$ cat config.mk
export PLATFORM = sky130hd
export DESIGN_NAME = shared_reg_arbiter
export DESIGN_NICKNAME = d
export VERILOG_FILES = /design/src/rtl/shared_reg_arbiter.sv
export SDC_FILE = /design/constraint.sdc
export NUM_CORES = 1
export LEC_CHECK = 0
export BUFFER_PORTS_ARGS = -buffer_cell sky130_fd_sc_hd__buf_2
export CORE_MARGIN = 2
export CORE_UTILIZATION = 25
export CTS_CLUSTER_SIZE = 40
export DETAILED_ROUTE_END_ITERATION = 10
export HOLD_SLACK_MARGIN = 0.02
export PLACE_DENSITY = 0.57
export SLEW_MARGIN = 40
export SYNTH_ARGS = -nofsm -noshare
export SYNTH_HDL_FRONTEND = slang
export SYNTH_SLANG_ARGS = --single-unit
$ cat constraint.sdc
create_clock -name clk -period 2.25 [get_ports clk]
set_clock_uncertainty 0.15 [all_clocks]
set_input_delay 0.45 -clock clk [delete_from_list [all_inputs] [get_ports clk]]
set_output_delay 0.45 -clock clk [all_outputs]
set_load 0.05 [all_outputs]
$ cat src/rtl/shared_reg_arbiter.sv
// shared_reg_arbiter
// Round-robin write arbiter in front of a shared WIDTH-bit register. One
// requester is granted per cycle; its data is captured into Q on the rising
// edge. A requester holding lock together with req keeps exclusive ownership
// until it drops lock.
//
// Ports:
//   clk      rising-edge clock
//   rst      asynchronous active-high reset
//   req      [N]        write request, bit i = requester i
//   lock     [N]        lock request, qualified by req[i] or lock ownership
//   wr_data  [N*WIDTH]  requester i data at [i*WIDTH +: WIDTH]
//   gnt      [N]        registered one-hot grant, one cycle per write
//   Q        [WIDTH]    shared register contents
//   owner    [IW]       index of the last requester written
//   valid               Q written at least once since reset
//   locked              arbiter currently in LOCKED
module shared_reg_arbiter #(
    parameter int unsigned N     = 4,
    parameter int unsigned WIDTH = 8
) (
    input  logic                 clk,
    input  logic                 rst,
    input  logic [N-1:0]         req,
    input  logic [N-1:0]         lock,
    input  logic [N*WIDTH-1:0]   wr_data,
    output logic [N-1:0]         gnt,
    output logic [WIDTH-1:0]     Q,
    output logic [$clog2(N)-1:0] owner,
    output logic                 valid,
    output logic                 locked
);

    localparam int unsigned IW = $clog2(N);

    typedef enum logic {
        ARB    = 1'b0,
        LOCKED = 1'b1
    } state_t;

    state_t            state_q, state_d;
    logic [IW-1:0]     ptr_q, ptr_d;
    logic [N-1:0]      gnt_q, gnt_d;
    logic [WIDTH-1:0]  q_q, q_d;
    logic [IW-1:0]     owner_q, owner_d;
    logic              valid_q, valid_d;
    logic              locked_q, locked_d;

    logic              win_found;
    logic [IW-1:0]     win_idx;
    int unsigned       cand;
    logic [IW-1:0]     cand_idx;

    logic              wr_en;
    logic [IW-1:0]     sel_idx;
    logic [WIDTH-1:0]  sel_data;

    // Circular successor of a requester index; N-1 wraps to 0.
    function automatic logic [IW-1:0] next_idx(input logic [IW-1:0] x);
        if (32'(x) == N - 1) begin
            return '0;
        end
        return x + IW'(1);
    endfunction

    // Round-robin search: first set req bit starting at ptr, wrapping at N-1.
    always_comb begin
        win_found = 1'b0;
        win_idx   = '0;
        cand      = 0;
        cand_idx  = '0;
        for (int unsigned off = 0; off < N; off++) begin
            cand = 32'(ptr_q) + off;
            if (cand >= N) begin
                cand = cand - N;
            end
            cand_idx = IW'(cand);
            if (!win_found && req[cand_idx]) begin
                win_found = 1'b1;
                win_idx   = cand_idx;
            end
        end
    end

    // Next state, pointer and grant. In LOCKED only the owner's req/lock count.
    always_comb begin
        state_d  = state_q;
        ptr_d    = ptr_q;
        gnt_d    = '0;
        owner_d  = owner_q;
        valid_d  = valid_q;
        wr_en    = 1'b0;
        sel_idx  = win_idx;

        case (state_q)
            ARB: begin
                if (win_found) begin
                    wr_en   = 1'b1;
                    sel_idx = win_idx;
                    if (lock[win_idx]) begin
                        state_d = LOCKED;
                    end else begin
                        ptr_d = next_idx(win_idx);
                    end
                end
            end
            LOCKED: begin
                sel_idx = owner_q;
                if (req[owner_q]) begin
                    wr_en = 1'b1;
                end
                if (!lock[owner_q]) begin
                    state_d = ARB;
                    ptr_d   = next_idx(owner_q);
                end
            end
            default: begin
                state_d = ARB;
            end
        endcase

        if (wr_en) begin
            gnt_d[sel_idx] = 1'b1;
            owner_d        = sel_idx;
            valid_d        = 1'b1;
        end

        locked_d = (state_d == LOCKED);
    end

    // Data mux for the selected requester; Q only changes on a granting edge.
    always_comb begin
        sel_data = '0;
        for (int unsigned i = 0; i < N; i++) begin
            if (sel_idx == IW'(i)) begin
                sel_data = wr_data[i*WIDTH +: WIDTH];
            end
        end
        q_d = wr_en ? sel_data : q_q;
    end

    always_ff @(posedge clk or posedge rst) begin
        if (rst) begin
            state_q  <= ARB;
            ptr_q    <= '0;
            gnt_q    <= '0;
            q_q      <= '0;
            owner_q  <= '0;
            valid_q  <= 1'b0;
            locked_q <= 1'b0;
        end else begin
            state_q  <= state_d;
            ptr_q    <= ptr_d;
            gnt_q    <= gnt_d;
            q_q      <= q_d;
            owner_q  <= owner_d;
            valid_q  <= valid_d;
            locked_q <= locked_d;
        end
    end

    assign gnt    = gnt_q;
    assign Q      = q_q;
    assign owner  = owner_q;
    assign valid  = valid_q;
    assign locked = locked_q;

endmodule

# Word-level counts from Yosys, hierarchy flattened

Index checks and enable logic that the tools add are counted.

Bitwise logic cells: 1
Eq/ne operators: 8
Magnitude comparators: 12
$add $sub $neg: 9
Multiplexer cells: 56
Reductions and logical operators: 9

Operators by type and width:

| operator            | count |
|---|---|
| $mux 8              | 4 |
| $mux 2              | 15 |
| $mux 1              | 24 |
| $lt 2x3->1 const B  | 7 |
| $bmux 1 s2          | 7 |
| $ge 3x3->1 const B  | 3 |
| $eq 2x2->1 const B  | 4 |
| $pmux 2 s2          | 2 |
| $sub 2x1->2 const B | 4 |
| $add 2x2->3 const B | 2 |
| $ne 2x2->1 const B  | 3 |
| $add 2x1->2 const B | 2 |
| $logic_and 1x1->1   | 4 |
| $mux 4              | 1 |
| $pmux 1 s2          | 2 |
| $add 2x1->3 const B | 1 |
| $ge 2x3->1 const B  | 1 |
| $logic_not 1->1     | 3 |
| $reduce_and 3->1    | 1 |
| $demux 1 s2         | 1 |
| $eq 2x1->1 const B  | 1 |
| $ge 2x1->1 const B  | 1 |
| $logic_not 2->1     | 1 |
| $not 1->1           | 1 |

Register bits: 18
Bits of input ports: 42

# Longest topological paths before layout

Gate-level depths: netlist of run 1.

Word-level depth: 23
Depth in mapped cells: 7
Depth with buffers taken out: 6

# Worst setup path before layout of run 1

Ideal clock, no wire load.

Kind: reg2reg
Start point: reg owner_q[0] (netlist: owner[0])
End point: reg gnt_q[2] (netlist: gnt[2])
Stages on the path, launching flop included: 5
Slack: -32 ps
Period minus slack after synthesis: 2282 ps
Library setup time: 120 ps
Arrival: 2012 ps
Cell sequence: dfrtp_1 > mux4_2 > a21oi_1 > buf_2 > and3b_1

Longest elaborated chain between the ends: 6
Elaborated cells between the ends (all ways): 11
Classes of those cells: order compare (2); mux (8); reduce/logical (1)

RTL lines:

| item                                                           | RTL line | RTL |
|---|---|---|
| start, declared                                                | 45       | `logic [IW-1:0] owner_q, owner_d;` |
| start signal, assigned                                         | 156      | `owner_q <= owner_d;` |
| $pmux 2 s2                                                     | 95       | `case (state_q)` |
| $lt 2x3->1 (implied by the code) or $ge 2x1->1 (tied branches) | 123      | `gnt_d[sel_idx] = 1'b1;` |
| $logic_and 1x1->1 (implied by the code)                        | 123      |  |
| $mux 1 (implied by the code)                                   | 123      |  |
| $demux 1 s2                                                    | 123      |  |
| $mux 4 *                                                       | 122      | `if (wr_en) begin` |
| named net gnt_d[2]                                             | 43       | `logic [N-1:0] gnt_q, gnt_d;` |
| end signal, assigned                                           | 154      | `gnt_q <= gnt_d;` |
| end, declared                                                  | 43       |  |

The timed path passes the listed nets; every way through them passes the cells marked *. The select of a mux whose other input is x is not followed.
A chain may end at the register's enable or synchronous reset.

# Worst setup path after layout of run 1

Start point: reg ptr_q[0]
End point: reg ptr_q[0]

Longest elaborated chain between the ends: 23
Elaborated cells between the ends (all ways): 52
Classes of those cells: add/sub (8); order compare (4); eq/ne (3); mux (30); reduce/logical (7)

RTL lines:

| item                                                 | RTL line | RTL |
|---|---|---|
| start, declared                                      | 42       | `logic [IW-1:0] ptr_q, ptr_d;` |
| start signal, assigned                               | 153      | `ptr_q <= ptr_d;` |
| branches (longest 23 deep; another with $add 2x1->3) | -        |  |

Parallel ways; which one is timed is not known. The select of a mux whose other input is x is not followed.

==> results.md, run 1 <==
- Layout Nets: 227
- Reg area: 452 um2
- CTS buffer count: 3
- FP Rows: 25
- Tmin final: 2.26 ns
- CTS tree: done
- Final hold violation count: 0
- DRT Wirelength: 3180 um
- Worst reg2reg path depth: 7
- Outcome: finished with violations
- Layout cells sized above 1: 0.579
- H-tree Lvls: 1
- Reg clk slew, reported paths: 0.07 ns
- DIE HEIGHT: 72.7 um
- Largest fanout on the critical path: 3
- I/O pin total: 58
- Antenna violations before repair: 0
- Netlist cell types: 38
- Unrepaired setup endpoints after global routing: true
- Area grow syn2layout: 48.3%
- Root buf cell: clkbuf_8
- EDFF count, synth: 0
- Commonest cells after routing, fill and taps aside: buf_2 (57), buf_4 (20), dfrtp_1 (17)
- Post-DP HPWL: 2500 um
- Number of diodes: 0
- Routed len/inst: 13.4 um
- Worst R2R End: ptr_q[0]
- Syn Inst Count: 107
- Die ar.: 5290 um2
- Reg2Reg Setup Slack: -0.01 ns
- Die width: 72.7 um
- Fin. max-slew vios: 0
- Worst hold path class: input port to asynchronous set/reset pin
- Final worst path period share: 1.00
- Setup violations, final: 2
- Post-DP Area: 1650 um2
- IO Port Bufs: 57
- Pre-antenna DRT Iters: 4
- Pwr per Cell Area: 1620 nW/um2
- Netlist Area Pre-Place: 1180 um2
- First-pass GRT wire length: 5150 um
- Flops & latches, synth: 18
- FFs w/ async S/R, synth: 1.00
- Syn Nets: 150
- Avg Synthesized Cell Area: 11.0 um2
- 1st-iter DRT viols: 41
- Final Cell Area: 1750 um2
- Critical Path RT: 2.24 ns
- Core area: 4630 um2
- Total power: 2.84 mW
- Setup Crit Path Kind: register to register
- Most common cell after layout, fill and taps aside: buf_2
- Starting Density: 0.255
- GRT overflow: 0
- Pin count of the biggest net entering global routing: 19
- Failing checks: negative setup slack
- DRC violations left: 0
- Worst-Skew Late Latency: 0.25 ns
- WP data arrival: 2.25 ns
- GPL Wtd Cong: 0.809
- Slew HR: 0.549
- Leakage: 0.859 nW
- Yosys warns: 0
- Seq/Total Area, Yosys: 0.381
- Vias in the first global route: 1,083
- Clock Path Buffers: 2
- GRT Total Usage: 0.124
- CP Capture Type: register
- Max_cap viols: 0
- Vias after detailed routing: 1,108
- VDD IR max: 0.498 mV
- Worst slew pin tran: 0.672 ns
- Final worst slack: -0.00953 ns
- RR Startpoint: ptr_q[0]
- Fmax: 443 MHz
- Multi-input logic area: 731 um2
- Fill count: 470
- Vias per cell: 4.68
- Startpoint Class: register
- Main synth FF type: dfrtp_1
- DRT antenna net count: 0
- Clk sinks: 18
-- how the worst max path moves through the flow --
stage | startpoint | endpoint | slack [ns] | depth (start not counted)
floorplan | locked | Q[3] | 0.06 | 6
global route | ptr_q[0] | ptr_q[0] | -0.05 | 7
detailed placement | req[0] | Q[4] | -0.22 | 7
finish | ptr_q[0] | ptr_q[0] | -0.01 | 7
global placement | req[0] | Q[4] | -0.17 | 7
CTS | ptr_q[0] | ptr_q[0] | 0.02 | 7
-- cell families after synthesis --
kind of cell	synth area share
AO/OA/AOI/OAI	0.200
XOR/XNOR	0.00742
adder cells (fa/ha/maj)	0.0106
buffers and inverters	0.0339
flip-flops	0.381
multiplexers	0.231
AND/OR/NAND/NOR	0.136
-- synth_stat cells, types with 2 or more instances --
cell,n,area [um2]
mux2_1,3,33.8
mux2_2,7,78.8
and2b_4,2,20.0
a22oi_1,9,67.6
clkbuf_1,2,7.51
nor2b_1,2,12.5
a21oi_1,3,15.0
nand2b_1,3,18.8
mux4_2,2,45.0
buf_2,2,10.0
and2_1,2,12.5
mux2i_1,10,100
nand2_1,6,22.5
o21ai_1,8,40.0
inv_1,3,11.3
nor2_1,3,11.3
dfrtp_1,18,450
o21ai_0,2,10.0
-- area by class of cell --
cell class / instances / share of cell area
clock buffers: 4 / 0.0314
multi-input cells: 81 / 0.417
inverters: 3 / 0.00643
repair buffers: 77 / 0.249
flip-flops and latches: 18 / 0.258
well taps: 54 / 0.0386
-- metrics by stage --
stage / TNS (ns) / util / worst slack [ns] / hold WS (ns) / instances
global placement: -1.29 / 0.355 / -0.166 / 0.324 / 231
floorplan: 0 / - / 0.0578 / 0.239 / 107
detailed placement: -1.64 / 0.355 / -0.224 / 0.323 / 231
global route: -0.104 / 0.378 / -0.0535 / 0.0954 / 237
finish: -0.0188 / 0.378 / -0.00953 / 0.0520 / 237
CTS: 0 / 0.372 / 0.0203 / 0.184 / 235
-- report_power, final --
part,switching [mW],internal [mW],leakage (nW)
sequential,0.109,0.479,0.218
clock,0.112,0.155,0.0288
combinational,1.13,0.856,0.613
total,1.35,1.49,0.859
-- routing by layer --
layer / GRT usage / share of wire / vias up
li1: - / - / 552
met1: 0.166 / 0.47 / 519
met4: 0.0247 / 0.0085 / 0
met2: 0.205 / 0.47 / 35
met5: 0 / 0 / -
met3: 0.0276 / 0.049 / 2
-- critical path, stage by stage, from the launching register on --
cell and delay [ns]:
dfrtp_1 0.38, and2b_4 0.21, a311oi_4 0.34, buf_4 0.18
nor2_4 0.04, mux2i_2 0.16, a221o_1 0.37, mux2_4 0.31
-- registers in the layout, indices dropped and copies added, names as in the netlist --
signal	flops
valid	1
ptr_q	2
gnt	4
locked	1
owner	2
Q	8
-- repair_timing --
| action | in CTS | in global routing |
|---|---|---|
| endpoints found under the hold margin | 0 | 0 |
| gates cloned | 0 | 0 |
| setup endpoints to repair | 8 | 2 |
| gates resized for setup | 2 | 4 |
| pin swaps | 0 | 2 |
| hold buffers | 0 | 0 |
| buffers inserted | 0 | 2 |
Note: power is estimated with default switching activity, not from simulation.
==> run 2, diff against run 1 <==
--- a/config.mk
+++ b/config.mk
@@ -8,8 +8,10 @@
 export BUFFER_PORTS_ARGS = -buffer_cell sky130_fd_sc_hd__buf_2
 export CORE_MARGIN = 2
 export CORE_UTILIZATION = 25
+export CTS_BUF_LIST = sky130_fd_sc_hd__clkbuf_8
 export CTS_CLUSTER_SIZE = 40
 export DETAILED_ROUTE_END_ITERATION = 10
+export GPL_TIMING_DRIVEN = 0
 export HOLD_SLACK_MARGIN = 0.02
 export PLACE_DENSITY = 0.57
 export SLEW_MARGIN = 40
==> results.md, run 2 (same netlist as run 1, synthesis figures left out) <==
- Final worst path period share: 0.962 (-0.0421)
- Outcome: complete, no violations
- Max_cap viols: 0 (unchanged)
- DIE HEIGHT: 72.7 um (unchanged)
- Commonest cells after routing, fill and taps aside: buf_2 (58), dfrtp_1 (16), mux2i_1 (10)
- Startpoint Class: register
- First-pass GRT wire length: 4770 um (-7.4%)
- Sw Pwr: 1.34 mW (-1.4%)
- GPL Wtd Cong: 0.800 (-1.1%)
- 1st-iter DRT viols: 48 (+17%)
- Final worst slack: 0.0853 ns (+0.0948 ns)
- Clock power share: 0.099 (+0.005)
- VDD IR max: 0.530 mV (+6.3%)
- Final hold violation count: 0 (unchanged)
- Fin Hold WS: 0.139 ns (+0.0868 ns)
- Unrepaired setup endpoints after global routing: false
- Pre-antenna DRT Iters: 4 (unchanged)
- GRT Total Usage: 0.118 (-0.00563)
- Logic pwr share: 0.682 (-0.017)
- Post-DP HPWL: 2330 um (-6.8%)
- Worst slew pin tran: 0.689 ns (+0.0167 ns)
- Vias after detailed routing: 1,066 (-3.8%)
- Fin. max-slew vios: 0 (unchanged)
- Slew HR: 0.540 (-0.00888)
- Number of diodes: 0 (unchanged)
- Hold-fix buffers, CTS: 0 (unchanged)
- Post-Place Setup Slack: -0.203 ns (+0.0210 ns)
- GRT overflow: 0 (unchanged)
- Critical-path cell list: nand2_1 > a311oi_4 > nor2_2 > mux2i_1 > a221o_1 > mux2_1
- Setup violations, final: 0 (-2)
- Critical Path RT: 2.23 ns (about the same)
- CP Capture Type: register
- Fill count: 473 (+0.64%)
- CTS tree: done
- Pwr per Cell Area: 1640 nW/um2 (+1.0%)
- Worst hold path class: input port to asynchronous set/reset pin
- IO Port Bufs: 57 (unchanged)
- Max reg flops: 8 (unchanged)
- Layout cells sized above 1: 0.527 (-0.0526)
- Root buf cell: clkbuf_8
- Clock Path Buffers: 2 (unchanged)
- Worst-Skew Late Latency: 0.25 ns (about the same)
- Reg clk slew, reported paths: 0.07 ns (about the same)
- I/O pin total: 58 (unchanged)
- Vias per cell: 4.78 (+2.2%)
- Starting Density: 0.255 (unchanged)
- Fmax: 462 MHz (+4.4%)
- Core area: 4630 um2 (unchanged)
- FP Rows: 25 (unchanged)
- Switching part of the total: 0.499 (+0.0226)
- Vias in the first global route: 987 (-8.9%)
- Leakage: 0.784 nW (-8.8%)
- WP data arrival: 2.15 ns (-0.10 ns)
- Setup Crit Path Kind: register to register
- Die ar.: 5290 um2 (unchanged)
- Routed len/inst: 13.5 um (+0.33%)
- DRC violations left: 0 (unchanged)
- Slowest CP cell: dfrtp_2
- Post-layout util: 0.353 (-0.0257)
- Layout Nets: 213 (-6.2%)
- Area grow syn2layout: 38.2%
- Crit-path max cell delay: 0.42 ns (+0.04 ns)
- Seq pwr share: 0.219 (+0.012)
- Internal: 1.34 mW (-9.9%)
- Clk sinks: 18 (unchanged)
- H-tree Lvls: 1 (unchanged)
- Die width: 72.7 um (unchanged)
- Tmin final: 2.16 ns (-0.0948 ns)
- DRT antenna net count: 0 (unchanged)
- Largest fanout on the critical path: 5 (+2)
- CTS buffer count: 3 (unchanged)
- Most common cell after layout, fill and taps aside: buf_2
- Pin count of the biggest net entering global routing: 19 (unchanged)
- DRT Wirelength: 3000 um (-5.6%)
- Antenna violations before repair: 0 (unchanged)
[run 2: worst max-delay path, delay by kind of cell (launching register included)]
kind             cells  cell delay, ns
multiplexers         2            0.49
AND/OR/NAND/NOR      2            0.22
AO/OA/AOI/OAI        2            0.77
flip-flops           1            0.42
[run 2: power groups by stage]
stage	sequential [mW]	clock [mW]	combinational, mW
after floorplan	1.01	0	0.954
after global placement	0.591	0	1.76
after detailed placement	0.590	0	1.77
after CTS	0.585	0.272	1.80
after global routing	0.613	0.287	1.98
final	0.586	0.266	1.83
[run 2: layer usage]
layer  vias to the layer above  GRT usage  part of all wire  routed length [um]
li1                        524          -                 -                   -
met1                       495      0.160              0.47                1400
met2                        42      0.193              0.46                1380
met3                         5     0.0152             0.054                 161
met4                         0     0.0432             0.017                  51
met5                         -          0                 0                   0
[run 2: what timing repair did]
action	4_1_cts	5_1_grt
buffers inserted	0	1
endpoints found under the hold margin	0	0
resized for setup	2	5
pin swaps	0	1
setup endpoints to repair	9	9
[run 2: stage by stage]
| stage | instances | power (mW) | TNS, ns | cell area, um2 |
|---|---|---|---|---|
| finish | 223 | 2.68 | 0 | 1630 |
| global route | 223 | 2.88 | 0 | 1630 |
| CTS | 222 | 2.66 | 0 | 1600 |
| detailed placement | 218 | 2.36 | -1.31 | 1540 |
| global placement | 218 | 2.35 | -1.43 | 1540 |
| floorplan | 107 | 1.96 | 0 | 1180 |
[run 2: final cells by class]
type                            instances  area (um2)  area share
Multi-Input combinational cell         81         721       0.441
Sequential cell                        18         453       0.277
Tap cell                               54        67.6      0.0414
Buffer                                  5        32.5      0.0199
Clock buffer                            4        55.1      0.0337
Timing Repair Buffer                   58         293       0.179
Inverter                                3        11.3     0.00690
[run 2: path summary, 6_finish.rpt]
check	startpoint	endpoint	slack, ns	cells past startpoint
min reg2reg	valid	valid	0.32	1
max	ptr_q[1]	ptr_q[1]	0.09	6
min in group clk	wr_data[11]	Q[3]	0.27	3
min	rst	Q[0]	0.14	2
max in group asynchronous	rst	ptr_q[1]	1.32	2
max reg2reg	ptr_q[1]	ptr_q[1]	0.09	6
==> run 3, diff against run 2 <==
--- a/config.mk
+++ b/config.mk
@@ -13,7 +13,7 @@
 export DETAILED_ROUTE_END_ITERATION = 10
 export GPL_TIMING_DRIVEN = 0
 export HOLD_SLACK_MARGIN = 0.02
-export PLACE_DENSITY = 0.57
+export PLACE_DENSITY = 0.61
 export SLEW_MARGIN = 40
 export SYNTH_ARGS = -nofsm -noshare
 export SYNTH_HDL_FRONTEND = slang
==> results.md, run 3 (same netlist as run 1, synthesis figures left out) <==
- Die width: 72.7 um (unchanged)
- DRT Wirelength: 3060 um (+2.1%)
- Met2 wire len: 1380 um (-0.51%)
- Worst R2R End: ptr_q[0]
- Met3 wire length: 187 um (+16%)
- Final worst path period share: 0.962 (about the same)
- WP data arrival: 2.15 ns (about the same)
- Post-Route M1 WL: 1500 um (+6.8%)
- Final hold violation count: 0 (unchanged)
- Post-DP HPWL: 2360 um (+1.6%)
- Max reg flops: 8 (unchanged)
- GRT Total Usage: 0.115 (-0.00321)
- Final Cell Area: 1630 um2 (unchanged)
- Outcome: complete, no violations
- Pin count of the biggest net entering global routing: 19 (unchanged)
- I/O pin total: 58 (unchanged)
- IO Port Bufs: 57 (unchanged)
- Reg2Reg Setup Slack: 0.09 ns (about the same)
- Starting Density: 0.255 (unchanged)
- Largest fanout on the critical path: 3 (-2)
- GRT overflow: 0 (unchanged)
- Setup violations, final: 0 (unchanged)
- GPL Wtd Cong: 0.801 (about the same)
- Startpoint Class: register
- Setup Crit Path Kind: register to register
- DRT antenna net count: 0 (unchanged)
- Fin Hold WS: 0.145 ns (+0.00570 ns)
- H-tree Lvls: 1 (unchanged)
- Core area: 4630 um2 (unchanged)
- Area grow syn2layout: 38.2% (unchanged)
- VDD IR max: 0.415 mV (-22%)
- Total power: 2.68 mW (-0.10%)
- First-pass GRT wire length: 4820 um (+1.2%)
- Worst hold path class: input port to asynchronous set/reset pin
- Routed len/inst: 13.7 um (+2.1%)
- DIE HEIGHT: 72.7 um (unchanged)
- Worst-Skew Late Latency: 0.25 ns (about the same)
- Worst reg2reg path depth: 6 (unchanged)
- Tmin final: 2.16 ns (-0.000673 ns)
- DRC violations left: 0 (unchanged)
- Clk sinks: 18 (unchanged)
- CTS tree: done
- Most common cell after layout, fill and taps aside: buf_2
- Max_cap viols: 0 (unchanged)
- Vias after detailed routing: 1,043 (-2.2%)
- Number of diodes: 0 (unchanged)
- Post-DP Area: 1540 um2 (unchanged)
- Pwr per Cell Area: 1640 nW/um2 (-0.10%)
- Fin. max-slew vios: 0 (unchanged)
- RR Startpoint: ptr_q[0]
- CP Capture Type: register
- Root buf cell: clkbuf_8
- Slew HR: 0.540 (about the same)
- FP Rows: 25 (unchanged)
- Reg clk slew, reported paths: 0.07 ns (about the same)
- Leakage: 0.784 nW (about the same)
- Worst slew pin tran: 0.689 ns (+0.000519 ns)
- Layout Nets: 213 (unchanged)
- Unrepaired setup endpoints after global routing: false
- Vias per cell: 4.68 (-2.2%)
- Layout cells sized above 1: 0.527 (unchanged)
- 1st-iter DRT viols: 41 (-15%)
- Critical Path RT: 2.24 ns (about the same)
- Vias in the first global route: 1,033 (+4.7%)
- Top Layer Used: met3
- Pre-antenna DRT Iters: 4 (unchanged)
- Clock Path Buffers: 2 (unchanged)
- Fmax: 462 MHz (about the same)
- Commonest cells after routing, fill and taps aside: buf_2 (58), dfrtp_1 (16), mux2i_1 (10)
- Die ar.: 5290 um2 (unchanged)
- CTS buffer count: 3 (unchanged)
- Antenna violations before repair: 0 (unchanged)
## run 3: cell counts in the layout (fill, tap and decap cells not counted)
Identical to the previous run, type by type.
## run 3: critical path, cell delays in order (launching register included)
cell,delay (ns)
dfrtp_1,0.35
and2b_4,0.21
a311oi_4,0.35
nor2_2,0.12
mux2i_1,0.16
a221o_1,0.38
mux2_1,0.32
## run 3: where the power goes
part / leakage, nW / switching, mW / internal [mW]
clock: 0.0288 / 0.110 / 0.155
sequential: 0.217 / 0.109 / 0.481
combinational: 0.538 / 1.11 / 0.706
total: 0.784 / 1.33 / 1.34
## run 3: routing by layer
layer	track usage	up-vias
met4	0.00617	0
met2	0.187	34
li1	-	523
met5	0	-
met1	0.164	486
met3	0.0262	0
## run 3: area by class of cell
cell class | instances | area (um2)
fillers | 475 | 3000
multi-input cells | 81 | 721
flip-flops and latches | 18 | 453
repair buffers | 58 | 293
well taps | 54 | 67.6
clock buffers | 4 | 55.1
plain buffers | 5 | 32.5
inverters | 3 | 11.3
## run 3: worst max path at each step
| stage | endpoint | startpoint | cells after the start | slack (ns) |
|---|---|---|---|---|
| 3_5_place_dp | Q[3] | req[2] | 8 | -0.18 |
| 2_1_floorplan | Q[3] | locked | 6 | 0.06 |
| 3_3_place_gp | Q[3] | req[2] | 8 | -0.15 |
| 5_1_grt | ptr_q[1] | ptr_q[0] | 6 | 0.01 |
| 4_1_cts | ptr_q[0] | ptr_q[1] | 6 | 0.01 |
| 6_report | ptr_q[0] | ptr_q[0] | 6 | 0.09 |
## run 3: timing repair
item                       in CTS  in global routing
gates resized for setup         2                  5
buffers inserted                0                  1
hold buffers                    0                  0
setup endpoints to repair       9                  9
## run 3: per-stage QoR
step	utilization	setup TNS (ns)	worst slack, ns	cells
finish	0.353	0	0.0860	223
global route	0.353	0	0.0143	223
CTS	0.346	0	0.0100	222
detailed placement	0.332	-1.30	-0.185	218
global placement	0.332	-1.32	-0.147	218
floorplan	-	0	0.0578	107
